## src/rtl/led_pkg.sv

```systemverilog
// Shared encodings for the LED breathing sequencer: run modes and the
// breath FSM states.
package led_pkg;

  localparam logic [1:0] MODE_CHASE    = 2'd0;
  localparam logic [1:0] MODE_PINGPONG = 2'd1;
  localparam logic [1:0] MODE_ALL      = 2'd2;

  typedef enum logic [2:0] {
    ST_IDLE      = 3'd0,
    ST_RAMP_UP   = 3'd1,
    ST_HOLD      = 3'd2,
    ST_RAMP_DOWN = 3'd3,
    ST_ADVANCE   = 3'd4
  } state_e;

  // Encoding 3 is reserved and behaves as chase.
  function automatic logic [1:0] norm_mode(input logic [1:0] m);
    return (m == 2'd3) ? MODE_CHASE : m;
  endfunction

endpackage

```

## src/rtl/led_pwm_core.sv

```systemverilog
// Step prescaler plus PWM compare: produces the duty-step tick and the
// registered, mask-gated LED drive.
module led_pwm_core #(
  parameter int N_LED    = 8,
  parameter int PWM_W    = 8,
  parameter int STEP_DIV = 40
) (
  input  logic             clk,
  input  logic             rst,
  input  logic             run,
  input  logic [PWM_W-1:0] duty,
  input  logic [N_LED-1:0] mask,
  output logic             tick,
  output logic [N_LED-1:0] led_out
);

  localparam int PCNT_W = (STEP_DIV > 1) ? $clog2(STEP_DIV) : 1;
  localparam logic [PCNT_W-1:0] PCNT_LAST = PCNT_W'(STEP_DIV - 1);
  localparam logic [PWM_W-1:0]  DMAX      = '1;
  localparam logic [PWM_W-1:0]  WCNT_LAST = DMAX - 1'b1;

  logic [PCNT_W-1:0] pcnt;
  logic [PWM_W-1:0]  wcnt;
  logic              lit;

  assign tick = run && (pcnt == PCNT_LAST);

  always_ff @(posedge clk or posedge rst) begin
    if (rst)              pcnt <= '0;
    else if (!run || tick) pcnt <= '0;
    else                  pcnt <= pcnt + 1'b1;
  end

  // wcnt spans DMAX slots, so full duty is the only always-on level.
  always_ff @(posedge clk or posedge rst) begin
    if (rst)                    wcnt <= '0;
    else if (wcnt == WCNT_LAST) wcnt <= '0;
    else                        wcnt <= wcnt + 1'b1;
  end

  assign lit = (duty == DMAX) || (wcnt < duty);

  // ---- stage boundary: compare result registered to the pins ----
  always_ff @(posedge clk or posedge rst) begin
    if (rst) led_out <= '0;
    else     led_out <= lit ? mask : '0;
  end

endmodule

```

## src/rtl/led_breath_seq.sv

```systemverilog
// Breathing LED sequencer: ramps a shared duty up, holds, ramps down, then
// advances to the next channel according to the latched mode.
module led_breath_seq #(
  parameter int N_LED      = 8,
  parameter int PWM_W      = 8,
  parameter int STEP_DIV   = 40,
  parameter int HOLD_TICKS = 16
) (
  input  logic                     clk,
  input  logic                     rst,
  input  logic                     en,
  input  logic [1:0]               mode,
  output logic [N_LED-1:0]         led_out,
  output logic [$clog2(N_LED)-1:0] cur_led,
  output logic                     cycle_done
);
  import led_pkg::*;

  localparam int IDX_W  = $clog2(N_LED);
  localparam int HCNT_W = (HOLD_TICKS > 1) ? $clog2(HOLD_TICKS) : 1;
  localparam logic [HCNT_W-1:0] HLAST   = HCNT_W'((HOLD_TICKS > 0) ? HOLD_TICKS - 1 : 0);
  localparam logic [PWM_W-1:0]  DMAX    = '1;
  localparam logic [PWM_W-1:0]  DMAX_M1 = DMAX - 1'b1;
  localparam logic [PWM_W-1:0]  DUTY_1  = PWM_W'(1);
  localparam logic [IDX_W-1:0]  LAST    = IDX_W'(N_LED - 1);

  state_e            state, state_nxt;
  logic [PWM_W-1:0]  duty;
  logic [HCNT_W-1:0] hcnt;
  logic              dir_up;
  logic [1:0]        mode_q;
  logic              tick;
  logic              run;
  logic [N_LED-1:0]  mask;

  function automatic logic [PWM_W-1:0] sat_step(input logic [PWM_W-1:0] d, input logic up);
    if (up) return (d == DMAX) ? d : d + 1'b1;
    return (d == '0) ? d : d - 1'b1;
  endfunction

  always_ff @(posedge clk or posedge rst) begin
    if (rst) state <= ST_IDLE;
    else     state <= state_nxt;
  end

  always_comb begin
    state_nxt = state;
    if (!en) begin
      state_nxt = ST_IDLE;
    end else begin
      unique case (state)
        ST_IDLE:      state_nxt = ST_RAMP_UP;
        ST_RAMP_UP:   if (tick && duty == DMAX_M1)
                        state_nxt = (HOLD_TICKS == 0) ? ST_RAMP_DOWN : ST_HOLD;
        ST_HOLD:      if (tick && hcnt == HLAST) state_nxt = ST_RAMP_DOWN;
        ST_RAMP_DOWN: if (tick && duty == DUTY_1) state_nxt = ST_ADVANCE;
        ST_ADVANCE:   state_nxt = ST_RAMP_UP;
        default:      state_nxt = ST_IDLE;
      endcase
    end
  end

  always_comb begin
    run        = 1'b0;
    cycle_done = 1'b0;
    mask       = '0;
    unique case (state)
      ST_RAMP_UP, ST_HOLD, ST_RAMP_DOWN: run = 1'b1;
      ST_ADVANCE:                        cycle_done = 1'b1;
      default:                           ;
    endcase
    // Gating on en blanks the pins on the edge that also drops to IDLE.
    if (en && state != ST_IDLE) begin
      if (mode_q == MODE_ALL) mask = '1;
      else                    mask[cur_led] = 1'b1;
    end
  end

  always_ff @(posedge clk or posedge rst) begin
    if (rst) begin
      duty    <= '0;
      hcnt    <= '0;
      cur_led <= '0;
      dir_up  <= 1'b1;
      mode_q  <= MODE_CHASE;
    end else if (!en) begin
      duty <= '0;
      hcnt <= '0;
    end else begin
      unique case (state)
        ST_IDLE: begin
          duty   <= '0;
          hcnt   <= '0;
          mode_q <= norm_mode(mode);
          if (norm_mode(mode) == MODE_ALL) cur_led <= '0;
        end
        ST_RAMP_UP:   if (tick) duty <= sat_step(duty, 1'b1);
        ST_HOLD:      if (tick) hcnt <= (hcnt == HLAST) ? '0 : hcnt + 1'b1;
        ST_RAMP_DOWN: if (tick) duty <= sat_step(duty, 1'b0);
        ST_ADVANCE: begin
          // Step uses the mode of the breath just finished; new mode applies after.
          mode_q <= norm_mode(mode);
          if (norm_mode(mode) == MODE_ALL) begin
            cur_led <= '0;
          end else if (mode_q == MODE_PINGPONG) begin
            if (dir_up) begin
              if (cur_led == LAST) begin
                cur_led <= LAST - 1'b1;
                dir_up  <= 1'b0;
              end else begin
                cur_led <= cur_led + 1'b1;
              end
            end else begin
              if (cur_led == '0) begin
                cur_led <= IDX_W'(1);
                dir_up  <= 1'b1;
              end else begin
                cur_led <= cur_led - 1'b1;
              end
            end
          end else if (mode_q == MODE_CHASE) begin
            cur_led <= (cur_led == LAST) ? '0 : cur_led + 1'b1;
          end
        end
        default: ;
      endcase
    end
  end

  led_pwm_core #(
    .N_LED   (N_LED),
    .PWM_W   (PWM_W),
    .STEP_DIV(STEP_DIV)
  ) u_pwm (
    .clk    (clk),
    .rst    (rst),
    .run    (run),
    .duty   (duty),
    .mask   (mask),
    .tick   (tick),
    .led_out(led_out)
  );

endmodule
```

## config.mk

```make
export PLATFORM = sky130hd
export DESIGN_NAME = led_breath_seq
export DESIGN_NICKNAME = d
export VERILOG_FILES = /design/src/rtl/led_pkg.sv /design/src/rtl/led_pwm_core.sv /design/src/rtl/led_breath_seq.sv
export SDC_FILE = /design/constraint.sdc
export NUM_CORES = 1
export LEC_CHECK = 0
export CAP_MARGIN = 30
export CORE_ASPECT_RATIO = 0.5
export CORE_MARGIN = 2
export CORE_UTILIZATION = 45
export DETAILED_ROUTE_END_ITERATION = 12
export GPL_ROUTABILITY_DRIVEN = 0
export GPL_TIMING_DRIVEN = 0
export PLACE_DENSITY = 0.77
export SLEW_MARGIN = 20
export SYNTH_ARGS = -nofsm -noshare
export SYNTH_HDL_FRONTEND = slang
export SYNTH_SLANG_ARGS = --single-unit
```

## constraint.sdc

```tcl
create_clock -name clk -period 1.7 [get_ports clk]
set_input_delay 0.34 -clock clk [delete_from_list [all_inputs] [get_ports clk]]
set_output_delay 0.34 -clock clk [all_outputs]
set_load 0.1 [all_outputs]
```

==> run metrics <==
Sink Count 43; H-tree Lvls 2; Required @ worst endpoint 1.89 ns; Place WS -0.878 ns; via density per instance 6.25; commonest non-fill, non-tap cell in the layout buf_4; detailed router's first-iteration violation count 339; Post-synth EDFFs 0; Tmin final 1.83 ns; fillers 411; worst hold path class in -> async; worst setup path start duty[3]; placed insts 406; # nets final 391; Die Area 7050 um^2; fraction of layout cells with a size suffix above 1 0.408; number of synthesized register bits 43; CP Class reg -> reg; row cnt 20; largest net degree at the start of global routing 31; initial antenna violation count 0; Clock Latency Late Sink 0.29 ns; fmax 546 MHz; violated checks negative setup slack; clk slew on worst S/H paths 0.07 ns; Max-Slew Margin vs Limit 0.619; vias in the first global route 2,616; input/output buffers 15; Arr. time, crit path 2.02 ns; post-route insts no fill 453; CTS tree built; Root Driver clkbuf_16; top cells by area, synth dfrtp_1 (37%), ha_1 (9.6%), nand3_1 (3.3%); wire length per cell 19.3 um; Die Width 117 um; top-area cell type share of the netlist area 0.368; Clock Path Buffers 2; crit start category flip-flop; RSZ-0062 raised after global routing true; half-perimeter wire length after placement 4800 um; syn_area_per_cell 9.47 um^2; sequential-to-total area share from yosys stat 0.377; crit end category flip-flop; status complete, but fails checks; Final Max Tran Viols 0; vias 2,831; r2r startpoint duty[3]; Initial Util 0.468; Cell Area, Placed 3170 um^2; main flop type after synthesis dfrtp_1; Async SR Flop Fraction 1.00; PD cells 606 nW/um^2; antenna cells 0; R2R depth 6; Yosys cell types 64; r2r setup slk -0.13 ns; TritonCTS Buffers 5; number of max-cap violations 0; Tcrit/Tclk final 1.08; leading area contributor after synthesis dfrtp_1; Hold Fails Final Rpt 0; worst-margin pin slew 0.572 ns; worst vdd ir 389 uV; # setup viols final 16; leakage power 1.58 nW; most frequent cells in the layout buf_4 (40), dfrtp_1 (32), nand2_1 (18), nor2_1 (18), nand3_1 (17); grt total ovfl 0; Die H 60.4 um; DRC errors left 0; GRT Resource Usage Total 0.228; Final Skew 0.00797 ns; Ports 17; Placeable Area 6110 um^2; syn_nets 329; Synth Cell Area 2860 um^2; Crit Path Max Fanout 8; synthesis-to-finish area growth 39.3%; DRT Pass-1 Iters 5; first-pass GRT wire length 12,500 um; antenna-violating nets left 0; final instance area 3980 um^2; synth warn 0; DRT Wirelength 8760 um; Cells after Synth 302; final setup margin -0.130 ns
Yosys cell counts (3+ instances only):
cell type  count
nand2_1       20
or2_2          3
and4b_1        3
nor2_1        19
nor2b_1        4
nand4_1        6
nand3_1       19
o21a_1         3
ha_1          22
inv_1         17
a21oi_1       11
dfrtp_1       42
nand2b_1      10
a21boi_0       3
buf_2          5
nor4_1         6
o22ai_1        3
nor3_1         3
o21ai_0       13
a221oi_1       9
a31oi_1        5
and3_1         8
a21o_1         4
a2bb2oi_1      3
xor2_1         5
xnor2_1        4
metrics by stage:
stage / TNS [ns] / util / power, W / hold WS, ns
after CTS: -1.06 / 0.593 / 0.00235 / 0.350
after global placement: -25.00 / 0.516 / 0.00131 / 0.453
after detailed placement: -4.19 / 0.520 / 0.00133 / 0.461
after global routing: -1.81 / 0.652 / 0.00250 / 0.370
after floorplan: -0.0809 / - / 0.00126 / 0.431
final: -1.15 / 0.652 / 0.00241 / 0.347
flip-flops by register name, summed over array words and instances, names as in the netlist:
| name | cells |
|---|---|
| cur_led | 3 |
| dir_up | 1 |
| duty | 8 |
| hcnt | 4 |
| mode_q | 2 |
| state | 3 |
| u_pwm.led_out | 8 |
| u_pwm.pcnt | 6 |
| u_pwm.wcnt | 8 |
repair_timing:
item | in CTS | in global routing
cloned | 0 | 0
buffers inserted | 16 | 25
setup endpoints to repair | 28 | 26
resized for setup | 72 | 46
hold buffers | 0 | 0
pin swaps | 9 | 21
cell type report:
cell class,count,area (um^2),area share
sequential,43,1090,0.274
clock buffer,6,139,0.0349
inverter,17,70.1,0.0176
tap,88,110,0.0277
timing repair buffer,57,512,0.129
clock inverter,2,16.3,0.00409
buffer,12,88.8,0.0223
multi-input combinational,228,1950,0.491
where the power goes:
group / switching (W) / internal (W)
logic: 0.000207 / 0.000136
clock network: 0.000413 / 0.000587
registers: 0.0000241 / 0.00105
layer usage:
metal | vias to the layer above | GRT usage | wire (um)
li1 | 1244 | - | -
met1 | 1386 | 0.294 | 3680
met2 | 155 | 0.393 | 4090
met3 | 46 | 0.0519 | 611
met4 | 0 | 0.0706 | 377
met5 | - | 0 | 0
critical path, cell delays in order (launching register included):
cell and delay [ns]:
dfrtp_2 0.39, inv_1 0.11, ha_1 0.22, a21o_1 0.20, a221oi_4 0.31, o21ai_4 0.18
a221oi_2 0.32
cells by family after synthesis:
group	after synthesis	synth area share
AND/OR/NAND/NOR	120	0.244
adder cells (fa/ha/maj)	22	0.0963
AO/OA/AOI/OAI	73	0.188
buffers and inverters	31	0.0512
XOR/XNOR	9	0.0276
multiplexers	4	0.0162
flip-flops	43	0.377
worst paths after layout:
kind | to
worst max-delay path | u_pwm.led_out[0]
worst min-delay path | u_pwm.wcnt[4]
worst max register to register | u_pwm.led_out[0]
worst min register to register | u_pwm.wcnt[0]
max in group asynchronous | dir_up
min in group clk | u_pwm.led_out[3]
(Power assumes the default switching activity.)
